==> config.mk <==
export PLATFORM = sky130hd
export DESIGN_NAME = sensor_scheduler
export DESIGN_NICKNAME = d
export VERILOG_FILES = /design/src/rtl/sensor_scheduler.sv
export SDC_FILE = /design/constraint.sdc
export NUM_CORES = 1
export LEC_CHECK = 0
export CORE_ASPECT_RATIO = 0.5
export CORE_MARGIN = 2
export CORE_UTILIZATION = 50
export CTS_CLUSTER_DIAMETER = 30
export CTS_CLUSTER_SIZE = 16
export DETAILED_ROUTE_END_ITERATION = 10
export GPL_ROUTABILITY_DRIVEN = 0
export GPL_TIMING_DRIVEN = 1
export PLACE_DENSITY = 0.78
export SETUP_SLACK_MARGIN = 0.02
export SYNTH_ARGS = -nofsm -noshare
export SYNTH_HDL_FRONTEND = slang
export SYNTH_SLANG_ARGS = --single-unit
==> constraint.sdc <==
create_clock -name i_Clock -period 5.99 [get_ports i_Clock]
set_input_delay 1.198 -clock i_Clock [delete_from_list [all_inputs] [get_ports i_Clock]]
set_output_delay 1.198 -clock i_Clock [all_outputs]
set_load 0.01 [all_outputs]
==> src/rtl/sensor_scheduler.sv <==
// Sensor scheduler: arbitrates host requests and continuous-mode polls onto up
// to four DHT11 interface instances, one transaction at a time. Each
// transaction enables one interface, waits for its done pulse (or a timeout),
// presents a single response, and then idles for two cycles.
//
// Valid/ready: a transfer happens on a rising edge where both valid and ready
// are high; the side raising valid holds its payload stable until that edge.
module sensor_scheduler #(
  parameter int N_SENS         = 4,
  parameter int POLL_CYCLES    = 2_000_000,
  parameter int TIMEOUT_CYCLES = 4_000_000
) (
  input  logic                  i_Clock,
  input  logic                  i_Rst,
  input  logic                  i_req_valid,
  input  logic [1:0]            i_req_addr,
  input  logic [7:0]            i_req_cmd,
  output logic                  o_req_ready,
  output logic [N_SENS-1:0]     o_en,
  output logic [7:0]            o_request,
  input  logic [N_SENS-1:0]     i_done,
  input  logic [8*N_SENS-1:0]   i_data,
  input  logic [6*N_SENS-1:0]   i_cmds,
  output logic                  o_rsp_valid,
  output logic [1:0]            o_rsp_addr,
  output logic [5:0]            o_rsp_cmd,
  output logic [7:0]            o_rsp_data,
  input  logic                  i_rsp_ready,
  output logic [1:0]            o_cont,
  output logic [1:0]            o_dbg_state
);

  typedef enum logic [1:0] {
    S_IDLE = 2'd0,
    S_WAIT = 2'd1,
    S_RESP = 2'd2,
    S_GAP  = 2'd3
  } state_t;

  localparam logic [N_SENS-1:0] EN_ONE   = N_SENS'(1);
  localparam logic [2:0]        NS_LIMIT = 3'(N_SENS);
  localparam logic [5:0]        ERR_CMD  = 6'b000001;
  localparam logic [7:0]        ERR_DATA = 8'hFF;

  state_t      state;
  logic [31:0] wait_cnt;
  logic        gap_cnt;
  logic [31:0] poll_timer;
  logic        poll_pending;
  logic        poll_hum_next;
  logic [1:0]  cont_addr;

  logic        poll_go;
  logic        host_go;
  logic        cont_set;
  logic [1:0]  launch_addr;
  logic [7:0]  launch_byte;
  logic [7:0]  poll_byte;
  logic [7:0]  host_byte;
  logic        addr_ok;
  logic        done_hit;
  logic [7:0]  sel_data;
  logic [5:0]  sel_cmd;

  assign o_req_ready = (state == S_IDLE) && !poll_pending;
  assign o_dbg_state = state;

  // Launch decision: a pending poll always wins over the host in IDLE.
  always_comb begin
    poll_go   = (state == S_IDLE) && poll_pending;
    host_go   = (state == S_IDLE) && !poll_pending && i_req_valid;
    cont_set  = host_go && ((i_req_cmd == 8'h34) || (i_req_cmd == 8'h35));

    poll_byte = 8'h32;
    if ((o_cont == 2'b10) || ((o_cont == 2'b11) && poll_hum_next)) begin
      poll_byte = 8'h33;
    end

    case (i_req_cmd)
      8'h34:   host_byte = 8'h32;
      8'h35:   host_byte = 8'h33;
      default: host_byte = i_req_cmd;
    endcase

    launch_addr = poll_go ? cont_addr : i_req_addr;
    launch_byte = poll_go ? poll_byte : host_byte;
    addr_ok     = {1'b0, launch_addr} < NS_LIMIT;
  end

  // Pick the enabled interface's done, data and response code; o_en is one-hot.
  always_comb begin
    done_hit = |(i_done & o_en);
    sel_data = '0;
    sel_cmd  = '0;
    for (int k = 0; k < N_SENS; k++) begin
      if (o_en[k]) begin
        sel_data = i_data[8*k +: 8];
        sel_cmd  = i_cmds[6*k +: 6];
      end
    end
  end

  // Poll timer: free-runs while continuous mode is on; one pending poll max.
  always_ff @(posedge i_Clock) begin
    if (i_Rst) begin
      poll_timer   <= '0;
      poll_pending <= 1'b0;
    end else if (cont_set) begin
      poll_timer <= '0;
    end else if (o_cont == 2'b00) begin
      poll_timer   <= '0;
      poll_pending <= 1'b0;
    end else if (poll_timer == 32'(POLL_CYCLES - 1)) begin
      poll_timer   <= '0;
      poll_pending <= 1'b1;
    end else begin
      poll_timer <= poll_timer + 32'd1;
      if (poll_go) begin
        poll_pending <= 1'b0;
      end
    end
  end

  // Transaction FSM with registered enables, request byte and response.
  always_ff @(posedge i_Clock) begin
    if (i_Rst) begin
      state         <= S_IDLE;
      o_en          <= '0;
      o_request     <= '0;
      o_rsp_valid   <= 1'b0;
      o_rsp_addr    <= '0;
      o_rsp_cmd     <= '0;
      o_rsp_data    <= '0;
      o_cont        <= '0;
      cont_addr     <= '0;
      poll_hum_next <= 1'b0;
      wait_cnt      <= '0;
      gap_cnt       <= 1'b0;
    end else begin
      case (state)
        S_IDLE: begin
          if (poll_go || host_go) begin
            o_request  <= launch_byte;
            o_rsp_addr <= launch_addr;
            wait_cnt   <= '0;
            if (host_go) begin
              case (i_req_cmd)
                8'h34: begin
                  o_cont[0]     <= 1'b1;
                  cont_addr     <= i_req_addr;
                  poll_hum_next <= 1'b0;
                end
                8'h35: begin
                  o_cont[1]     <= 1'b1;
                  cont_addr     <= i_req_addr;
                  poll_hum_next <= 1'b0;
                end
                8'h36:   o_cont[0] <= 1'b0;
                8'h37:   o_cont[1] <= 1'b0;
                default: ;
              endcase
            end else if (o_cont == 2'b11) begin
              poll_hum_next <= !poll_hum_next;
            end
            if (addr_ok) begin
              o_en  <= EN_ONE << launch_addr;
              state <= S_WAIT;
            end else begin
              // Nonexistent sensor: answer immediately with the error code.
              o_en        <= '0;
              o_rsp_valid <= 1'b1;
              o_rsp_cmd   <= ERR_CMD;
              o_rsp_data  <= ERR_DATA;
              state       <= S_RESP;
            end
          end
        end
        S_WAIT: begin
          if (done_hit) begin
            o_en        <= '0;
            o_rsp_valid <= 1'b1;
            o_rsp_cmd   <= sel_cmd;
            o_rsp_data  <= sel_data;
            state       <= S_RESP;
          end else if (wait_cnt == 32'(TIMEOUT_CYCLES - 1)) begin
            o_en        <= '0;
            o_rsp_valid <= 1'b1;
            o_rsp_cmd   <= ERR_CMD;
            o_rsp_data  <= ERR_DATA;
            state       <= S_RESP;
          end else begin
            wait_cnt <= wait_cnt + 32'd1;
          end
        end
        S_RESP: begin
          if (i_rsp_ready) begin
            o_rsp_valid <= 1'b0;
            gap_cnt     <= 1'b0;
            state       <= S_GAP;
          end
        end
        S_GAP: begin
          if (gap_cnt) begin
            state <= S_IDLE;
          end else begin
            gap_cnt <= 1'b1;
          end
        end
        default: state <= S_IDLE;
      endcase
    end
  end

endmodule

* Yosys cells after proc, flatten, opt, wreduce, memory -nomap -nowiden *
Cells that the tools add are included.

word-level totals
  bits in registers = 102
  input port bits = 74
  output and inout bits = 34
  word-level logic and storage cells = 116

cells by class
  $add $sub $neg = 2
  equal/unequal tests = 18
  shifts and indexed selects = 1
  multiplexer cells = 43
  bitwise gates (word level) = 2
  reduce and logical (&&, ||, !) cells = 35

operator list
  kind                                                                      number
  32-bit 2-to-1 mux                                                         3
  32-bit by 1-bit adder with 32-bit output (second input constant)          2
  32-bit one-hot mux with 2 select lines                                    1
  8-bit 2-to-1 mux                                                          7
  6-bit 2-to-1 mux                                                          6
  32-bit by 21-bit equality test with 1-bit output (second input constant)  1
  32-bit by 22-bit equality test with 1-bit output (second input constant)  1
  8-bit by 6-bit equality test with 1-bit output (second input constant)    4
  4-bit AND reduction                                                       6
  8-bit one-hot mux with 2 select lines                                     1
  2-bit nonzero test                                                        7
  2-bit 2-to-1 mux                                                          6
  4-bit 2-to-1 mux                                                          3
  1-bit 2-to-1 mux                                                          10
  2-bit inequality test (second input constant)                             5
  2-bit equality test (second input constant)                               4
  1-bit one-hot mux with 2 select lines                                     4
  2-bit one-hot mux with 4 select lines                                     1
  4-bit one-hot mux with 2 select lines                                     1
  2-bit AND reduction                                                       4
  4-bit OR reduction                                                        2
  3-bit AND reduction                                                       2
  1-bit logical AND                                                         5
  4-bit AND                                                                 1
  other kinds (10)                                                          14

* Depth between registers and ports, before layout *
  depth after elaboration = 6
  mapped depth = 10
  mapped depth without buffers = 8

* Worst setup path before layout *
OpenSTA, ideal clock, no wires.

  path kind = input to register
  start point = input port i_req_cmd[3]
  end point = register poll_timer[21]
  setup time = 128 ps
  data arrival time = 2549 ps
  data required time = 5862 ps
  path slack = 3313 ps
  stages on the path = 7
  buffers on the path = 2
  cells stage by stage = nand4b_1 > or3_1 > nor3_1 > or3_1 > clkbuf_1 > clkbuf_1 > nor2_1

on the way
  longest elaborated chain between the ends = 4
  elaborated cells between the ends (all ways) = 5
  classes of those cells = eq/ne (2); reduce/logical (3)

ends and longest elaborated chain
  what                                            RTL line  text
  start: declaration                              17        input logic [7:0] i_req_cmd,
  8-bit by 6-bit equality test with 1-bit output  72        cont_set = host_go && ((i_req_cmd == 8'h34) || (i_req_cmd == 8'h35));
  1-bit logical OR *                              72
  1-bit logical AND *                             72
  4-bit OR reduction (no line) *                  n/a
  end signal: assignment                          117       poll_timer <= poll_timer + 32'd1;
  end: declaration                                48        logic [31:0] poll_timer;

Mark *: on every way between the ends. The rest lies on a longest branch, timed or not.
A chain may end at the register's enable or synchronous reset.

* Worst setup path after layout *
  start point = input port i_req_valid
  end point = register wait_cnt[22]

on the way
  longest elaborated chain between the ends = 4

ends and longest elaborated chain
  what                                                        RTL line  text
  start: declaration                                          15        input logic i_req_valid,
  1-bit logical AND                                           71        host_go = (state == S_IDLE) && !poll_pending && i_req_valid;
  1-bit logical OR                                            142       if (poll_go || host_go) begin
  2-bit by 1-bit inequality test with 1-bit output (no line)  n/a
  4-bit AND reduction (no line)                               n/a
  end signal: assignment                                      192       wait_cnt <= wait_cnt + 32'd1;
  end: declaration                                            46        logic [31:0] wait_cnt;

No other way between the ends.

==> metrics.md <==
| Metric | Value |
|---|---|
| Most common cell after layout, fill and taps aside | `clkdlybuf4s50_1` |
| Number of buffers created by CTS | `9` |
| Arr. time, crit path | `3860 ps` |
| Combinational share of power | `0.273` |
| IO Count | `108` |
| Nets | `787` |
| Startpoint types | `primary input` |
| Unrepaired setup endpoints after global routing | `false` |
| Synthesized area | `5140 sq um` |
| Layout cells sized above 1 | `0.0577` |
| Hold Vio Cnt, Final | `0` |
| First-pass GRT wire length | `20100 um` |
| Final WL | `12600 um` |
| Hold_ws | `451 ps` |
| Slowest CP cell | `a21oi_2` |
| Post-synthesis async set-or-reset flop share | `0` |
| Synth warnings | `0` |
| Sw Pwr | `591 uW` |
| Final Core Density | `0.649` |
| EDFF count, synth | `0` |
| Drt via density | `5.75` |
| Final setup fails | `0` |
| # resized after CTS | `0` |
| P_int | `1340 uW` |
| I/O Buffers | `107` |
| Largest net degree at the start of global routing | `47` |
| Place WS | `2000 ps` |
| Status | `finished clean` |
| Area Overhead vs Synth | `27.7%` |
| Peak VDD IR | `0.000159 V` |
| Vias in the first global route | `4289` |
| Largest stage delay on the critical path | `900 ps` |
| Fin crit share | `0.602` |
| WP buf/inv | `1` |
| Clock Latency Late Sink | `350 ps` |
| Die Span X | `147 um` |
| Crit Path Class | `primary input to flip-flop` |
| CTS max path bufs | `2` |
| ANT cells | `0` |
| Final min period | `3610 ps` |
| Reg clk slew, reported paths | `70 ps` |
| Netlist cell types | `59` |
| Yosys top cell area share | `0.397` |
| Seq/Total Area, Yosys | `0.397` |
| Slew of the pin with the lowest slew margin | `1170 ps` |
| Worst Path Max Fanout | `30` |
| Die Area | `11200 sq um` |
| Placement Cell Area | `6230 sq um` |
| Worst setup EP type | `flip-flop` |
| Clock root buffer | `clkbuf_16` |
| Min-Delay Path Class | `flip-flop to flip-flop` |
| Pwr per Cell Area | `294 nW/um^2` |
| HPWL reported at the end of detailed placement | `8920 um` |
| Antenna violations before repair | `0` |
| Postcts setup bufs | `0` |
| Synth Instances | `622` |
| Register-to-Register Setup Slack | `2880 ps` |
| Finished Cell Area | `6560 sq um` |
| Via Count | `4889` |
| Setup TNS | `0 ps` |
| Clock sink count | `102` |
| First DRT Iteration DRCs | `275` |
| Synth Area per Inst | `8.26 sq um` |
| Synth area leaders | `dfxtp_1, nor2_1, o21ai_0, xor2_1, a21oi_1` |
| Number of register bits inferred by synthesis | `102` |
| Synth area leader | `dfxtp_1` |
| Tot GR Track Use | `0.222` |
| GRT overflow | `0` |
| Commonest cells after routing, fill and taps aside | `clkdlybuf4s50_1, dfxtp_1, nor2_1` |
| Mapped Nets | `703` |
| Ys flop type | `dfxtp_1` |
| Fmax | `277 MHz` |
| Max cap viols | `0` |
| Worst rel slew slack | `0.222` |
| Top cell family by delay on the critical path | `compound AO/OA/AOI/OAI gates` |
| Drt wl/cell | `14.8 um` |
| Clk pwr share | `0.336` |
| DRC viols | `0` |
| Flop pwr share | `0.390` |
| Layout Skew | `10.7 ps` |
| Core ar. | `10100 sq um` |
| FP Rows | `26` |
| Setup ws final | `2380 ps` |
| H-tree Lvls | `3` |
| Initial DRT Pass Iterations | `5` |
| Initial Util | `0.508` |
| CP cell instances | `clkdlybuf4s50_1 -> o21a_1 -> a21oi_1 -> nor2_1 -> a21oi_2 -> o21ai_0 -> o31ai_1` |
| WP data required | `6250 ps` |
| Post-route ant nets | `0` |
| Hold buffers post-CTS | `0` |
| CTS tree | `yes` |
| Sw Ratio | `0.306` |
| Die H | `75.7 um` |
| Lkg Pwr | `0.00223 uW` |
| Pins Over Slew Limit | `0` |
## tightest hold or removal path: stages (launching register included)
cell and delay (ps):
dfxtp_1 310, nand2_1 50, a21oi_1 50
## sequential cells by signal (all words and copies together), names as in the netlist
register,cells
o_dbg_state,2
poll_timer,32
poll_pending,1
cont_addr,2
o_rsp_data,8
wait_cnt,32
o_cont,2
o_rsp_cmd,6
gap_cnt,1
o_en,4
o_rsp_addr,2
o_rsp_valid,1
poll_hum_next,1
o_request,8
## final cells by class
| class | count | area, sq um |
|---|---|---|
| Inverter | 22 | 82.6 |
| Sequential cell | 102 | 2040 |
| Timing Repair Buffer | 109 | 1080 |
| Tap cell | 140 | 175 |
| Clock buffer | 9 | 225 |
| Fill cell | 845 | 3550 |
| Multi-Input combinational cell | 462 | 2850 |
| Clock inverter | 7 | 111 |
## metal layers
metal  wire length (um)  share of wire  global-route usage
met1               5780           0.46               0.283
met2               6180           0.49               0.385
met3                460          0.036              0.0545
met4                191          0.015              0.0652
met5                  0              0                   0
## through the flow
step | instances | power [uW]
2_1_floorplan | 622 | 1100
3_3_place_gp | 835 | 1290
3_5_place_dp | 835 | 1290
4_1_cts | 851 | 1940
5_1_grt | 851 | 2030
6_report | 851 | 1930
## logic make-up after synthesis
logic type | share of synthesized area
AO/OA/AOI/OAI | 0.212
XOR/XNOR | 0.0528
adder cells (fa/ha/maj) | 0.0170
buffers and inverters | 0.0489
AND/OR/NAND/NOR | 0.266
multiplexers | 0.00584
flip-flops | 0.397
## cells in the mapped netlist, types with 3 or more instances
cell type,n
and2_1,7
dfxtp_1,102
nor3_1,17
a22oi_1,4
a221o_1,10
xnor2_1,7
a311oi_1,5
nand3_1,24
nor3_2,5
a211oi_1,3
nor4_1,8
clkbuf_1,22
nor4b_1,7
and4_1,9
o21ai_0,47
nor2_1,77
nand2_1,34
a21oi_1,40
o31ai_1,6
mux2i_1,3
ha_1,7
xor2_1,24
and3_1,6
nand4_1,28
nor2b_1,8
or3_1,4
a221oi_1,15
buf_2,8
a31oi_1,10
o32ai_1,5
inv_1,22
nor4_2,3
buf_6,3
nand2b_1,7
o21ai_1,4
## path summary, 6_finish.rpt
path,from,to,depth (start not counted)
hold / removal,o_request[2],o_request[2],2
hold reg to reg,o_request[2],o_request[2],2
setup / recovery,i_req_valid,wait_cnt[22],7
setup reg to reg,wait_cnt[0],wait_cnt[22],7
## power groups by stage
stage               registers, uW  logic (uW)  clock network, uW
finish                        753         527                649
global route                  759         582                692
CTS                           753         526                664
detailed placement            768         525                  0
global placement              768         518                  0
floorplan                     775         322                  0
No activity file was read; power rests on OpenSTA's default activity.
